[src/rtl/mult_seq_nb.sv]
// Sequential shift-and-add multiplier with dual-rail operands/product and a valid/ready handshake.
// Optional accept-time rail checking is enabled by defining MULT_RAIL_CHECK_EN.
module mult_seq_nb #(
  parameter int unsigned WIDTH = 8
) (
  input  logic                 clk,
  input  logic                 rst_n,
  input  logic                 in_valid,
  output logic                 in_ready,
  input  logic [WIDTH-1:0]     a,
  input  logic [WIDTH-1:0]     a_not,
  input  logic [WIDTH-1:0]     b,
  input  logic [WIDTH-1:0]     b_not,
  input  logic                 signed_mode,
  output logic                 out_valid,
  input  logic                 out_ready,
  output logic [2*WIDTH-1:0]   p,
  output logic [2*WIDTH-1:0]   p_not,
  output logic                 busy,
  output logic                 rail_err
);

  localparam int unsigned CntW = $clog2(WIDTH);
  localparam logic [CntW-1:0] LastCnt = CntW'(WIDTH - 1);

  typedef enum logic [1:0] {StIdle, StCalc, StDone} state_e;

  state_e                state_q, state_d;
  logic [WIDTH-1:0]      a_q, b_q;
  logic                  signed_q;
  logic [2*WIDTH-1:0]    acc_q, p_q;
  logic [CntW-1:0]       cnt_q;

  logic                  rail_ok;
  logic                  accept;
  logic                  last_bit;
  logic [2*WIDTH-1:0]    a_ext, pp, acc_sum;

`ifdef MULT_RAIL_CHECK_EN
  logic rail_err_q;

  assign rail_ok  = (&(a ^ a_not)) & (&(b ^ b_not));
  assign rail_err = rail_err_q;

  always_ff @(posedge clk or negedge rst_n) begin
    if (!rst_n) begin
      rail_err_q <= 1'b0;
    end else if (in_valid && (state_q == StIdle) && !rail_ok) begin
      rail_err_q <= 1'b1;
    end
  end
`else
  logic unused_rails;

  assign unused_rails = ^{a_not, b_not};
  assign rail_ok      = 1'b1;
  assign rail_err     = 1'b0;
`endif

  assign accept   = in_valid && (state_q == StIdle) && rail_ok;
  assign last_bit = (cnt_q == LastCnt);

  // Signed mode weights the top multiplier bit by -2^(WIDTH-1), hence the subtraction.
  always_comb begin
    a_ext   = signed_q ? {{WIDTH{a_q[WIDTH-1]}}, a_q} : {{WIDTH{1'b0}}, a_q};
    pp      = b_q[cnt_q] ? (a_ext << cnt_q) : '0;
    acc_sum = (signed_q && last_bit) ? (acc_q - pp) : (acc_q + pp);
  end

  // FSM state register
  always_ff @(posedge clk or negedge rst_n) begin
    if (!rst_n) begin
      state_q <= StIdle;
    end else begin
      state_q <= state_d;
    end
  end

  // FSM next state
  always_comb begin
    state_d = state_q;
    unique case (state_q)
      StIdle: if (accept) state_d = StCalc;
      StCalc: if (last_bit) state_d = StDone;
      StDone: if (out_ready) state_d = StIdle;
      default: state_d = StIdle;
    endcase
  end

  // FSM outputs
  always_comb begin
    in_ready  = (state_q == StIdle);
    out_valid = (state_q == StDone);
    busy      = (state_q != StIdle);
  end

  always_ff @(posedge clk or negedge rst_n) begin
    if (!rst_n) begin
      a_q      <= '0;
      b_q      <= '0;
      signed_q <= 1'b0;
      acc_q    <= '0;
      cnt_q    <= '0;
      p_q      <= '0;
    end else if (accept) begin
      a_q      <= a;
      b_q      <= b;
      signed_q <= signed_mode;
      acc_q    <= '0;
      cnt_q    <= '0;
    end else if (state_q == StCalc) begin
      acc_q <= acc_sum;
      cnt_q <= cnt_q + CntW'(1);
      if (last_bit) begin
        p_q <= acc_sum;
      end
    end
  end

  assign p     = p_q;
  assign p_not = ~p_q;

endmodule

[config.mk]
export PLATFORM = sky130hd
export DESIGN_NAME = mult_seq_nb
export DESIGN_NICKNAME = d
export VERILOG_FILES = /design/src/rtl/mult_seq_nb.sv
export SDC_FILE = /design/constraint.sdc
export NUM_CORES = 1
export LEC_CHECK = 0
export CORE_ASPECT_RATIO = 0.75
export CORE_UTILIZATION = 53
export CTS_CLUSTER_DIAMETER = 200
export CTS_CLUSTER_SIZE = 16
export DETAILED_ROUTE_END_ITERATION = 6
export PLACE_DENSITY_LB_ADDON = 0.1
export SETUP_SLACK_MARGIN = 0.15
export SYNTH_ARGS = -nofsm -noshare
export SYNTH_HDL_FRONTEND = slang
export SYNTH_SLANG_ARGS = --single-unit
export TNS_END_PERCENT = 1
[constraint.sdc]
create_clock -name clk -period 4.34 [get_ports clk]
set_clock_uncertainty 0.05 [all_clocks]
set_input_delay 0.868 -clock clk [delete_from_list [all_inputs] [get_ports clk]]
set_output_delay 0.868 -clock clk [all_outputs]
set_load 0.02 [all_outputs]
==> impl_metrics.yaml <==
finish:
  n_antenna_cell: 0
  fin_util: 0.7293
  drive_above_1_share: 0.2156
  regArea_um2: 1354
  area_delta_synth_final_pct: 30.36
  fillers: 553
  final_net_count: 594
  multi_input_area_um2: 2357
  fin_area_um2: 5077
synthesis:
  synth_edf_count: 0
  synth_top_area_cell: "dfrtp_1"
  yosysMostFrequentCell: "dfrtp_1"
  yosys_most_used_dff: "dfrtp_1"
  yosysSeqAreaShare: 0.3469
  syn_area_um2: 3895
  yosys_warnings: 0
  synthArstFlopShare: 1.000
  synth.area.top_cells: "dfrtp_1 35%, mux2_2 6.4%, ha_1 5.8%"
  syn_nets: 493
  synthCells: 437
  synth_common_cells: "54 x dfrtp_1, 45 x o21ai_0, 38 x nand2_1"
  syn_avg_cell_area_um2: 8.913
  ys_ff_latch: 54
  synth_cell_type_count: 62
  yosysTopAreaCellShare: 0.3469
critical_path:
  cpMostUsedCell: "buf_4"
  end_kind: "flop"
  cp-start-kind: "flop"
  path_class: "flop to flop"
  slowest_stage: "mux4_2"
  worstPathArrival_ns: 4.16
  worstPathCellList: "buf_4, mux4_2, nand3_1, o211ai_1, nor4_4, buf_4, and4bb_4, a21oi_1, xnor2_1, ha_1, or2_2, o311ai_2, a211oi_1, or3_1"
  path_max_fanout: 5
  cpPeakStageDelay_ns: 0.55
  required_ns: 4.49
timing:
  final-hold-violation-count: 0
  max_freq_ghz: 0.2491
  period_minus_slack_ns: 4.015
  slew_violations: 0
  rsz0062_at_grt: "yes"
  tightest_slew_ns: 0.9012
  final.setup.tns_ns: 0
  setup_slack_ns: 0.3255
  max_slew_margin: 0.3977
  setup_violations: 0
  fin_crit_sh: 0.9250
die:
  die_y_um: 76.24
  rows: 26
  core-area_um2: 6962
  die_x_um: 101.0
  initial_core_util: 0.5595
  ioPinCount: 73
  dieArea_um2: 7699
clocking:
  cts_root_buffer: "clkbuf_8"
  htreeDepth: 2
  clock_latency_ns: 0.31
  ctsLongestPathBuffers: 2
  path_clk_slew_ns: 0.10
  cts_inserted_buffers: 5
  cts_hold_buf: 0
  cts_tree: "done"
  clock_sinks: 54
placement:
  io_buffers: 55
  post_dp_cell_area_um2: 4941
  hpwl_um: 7826
  dp_slack_ns: 0.2585
  place_congestion: 0.9432
drt:
  wl_per_cell_um: 16.04
  viasPerCell: 5.679
  postRouteAntennaNets: 0
  wirelength_um: 10200
  vias: 3612
  drc_errors: 0
  first_pass_iters: 5
  drtIter0Drc: 193
grt:
  grt_max_degree: 39
  grt_use_total: 0.2808
  grt_pass1_wl_um: 16940
  gr-total-overflow: 0
  grt_pass1_vias: 3466
  antenna_found_initial: 0
worst_hold_path:
  hold_class: "flop to flop"
run:
  drv_cap: 0
outcome:
  status: "finished clean"
layer usage:
layer	GRT usage	part of all wire	up-vias	wire length, um
met4	0.04783	0.0059	0	60
met1	0.4269	0.51	1728	5188
met5	0	0	-	0
li1	-	-	1783	-
met2	0.4240	0.43	93	4410
met3	0.04587	0.053	8	540
state kept, by name, indices dropped and copies added, names as in the netlist:
signal,count
acc_q,16
b_q,8
signed_q,1
state_q,2
a_q,8
cnt_q,3
p,16
final timing paths:
check | startpoint | endpoint | slack, ns | depth (start not counted)
min in group asynchronous | rst_n | p[7] | 0.62 | 1
hold reg to reg | acc_q[0] | acc_q[0] | 0.46 | 2
max in group asynchronous | rst_n | state_q[0] | 2.82 | 2
setup reg to reg | cnt_q[0] | p[14] | 0.33 | 14
setup / recovery | cnt_q[0] | p[14] | 0.33 | 14
hold / removal | acc_q[0] | acc_q[0] | 0.46 | 2
cell families after synthesis:
group / synth area share
xor gates and xnor gates: 0.04497
AOI/OAI and AO/OA: 0.1921
and+or+nand+nor: 0.1818
buffers and inverters: 0.05975
DFF: 0.3469
adders and majority gates: 0.06296
other: 0.0009628
muxes: 0.1105
critical path, delay by kind of cell, from the launching register on:
kind | cells | cell delay (ns)
AND/OR/NAND/NOR | 5 | 1.31
AO/OA/AOI/OAI | 4 | 0.86
multiplexers | 1 | 0.55
flip-flops | 1 | 0.43
buffers and inverters | 2 | 0.34
adder cells (fa/ha/maj) | 1 | 0.22
XOR/XNOR | 1 | 0.14
repair_timing:
item | CTS | global route
resized for setup | 0 | 11
setup endpoints to repair | 0 | 9
setup buffers | 0 | 1
cell type report:
class,instances,area share
sequential,54,0.2666
timing repair buffer,119,0.2070
clock inverter,1,0.001479
inverter,30,0.02218
clock buffer,6,0.01429
multi-input combinational,328,0.4643
tap,98,0.02415
layout by cell type (no fill, tap or decap), types with 4 or more instances in the layout:
cell and n:
nor2b_1 8, clkdlybuf4s50_1 54, xor2_1 9, and2_1 4, xnor2_1 11, and3_1 4
inv_1 30, ha_1 17, o31ai_1 4, o21a_1 4, clkbuf_8 5, nor2_1 16
nor3_1 5, nand2b_1 8, buf_4 62, or2_2 4, o21ai_0 44, mux2i_1 6
a31oi_1 7, nand2_1 38, a21oi_1 20, mux4_2 4, nand3_1 31, dfrtp_1 52
mux2_2 22, a21o_1 4, o211ai_1 8
metrics by stage:
| step | hold WS, ns | cells |
|---|---|---|
| after floorplan | 0.4188 | 437 |
| after global placement | 0.4334 | 628 |
| after detailed placement | 0.4433 | 628 |
| after CTS | 0.4653 | 635 |
| after global routing | 0.4986 | 636 |
| final | 0.4602 | 636 |
Power is left out: the tool's default activity adds up to more than one toggle a clock period on the data nets, which glitch-free logic cannot reach.
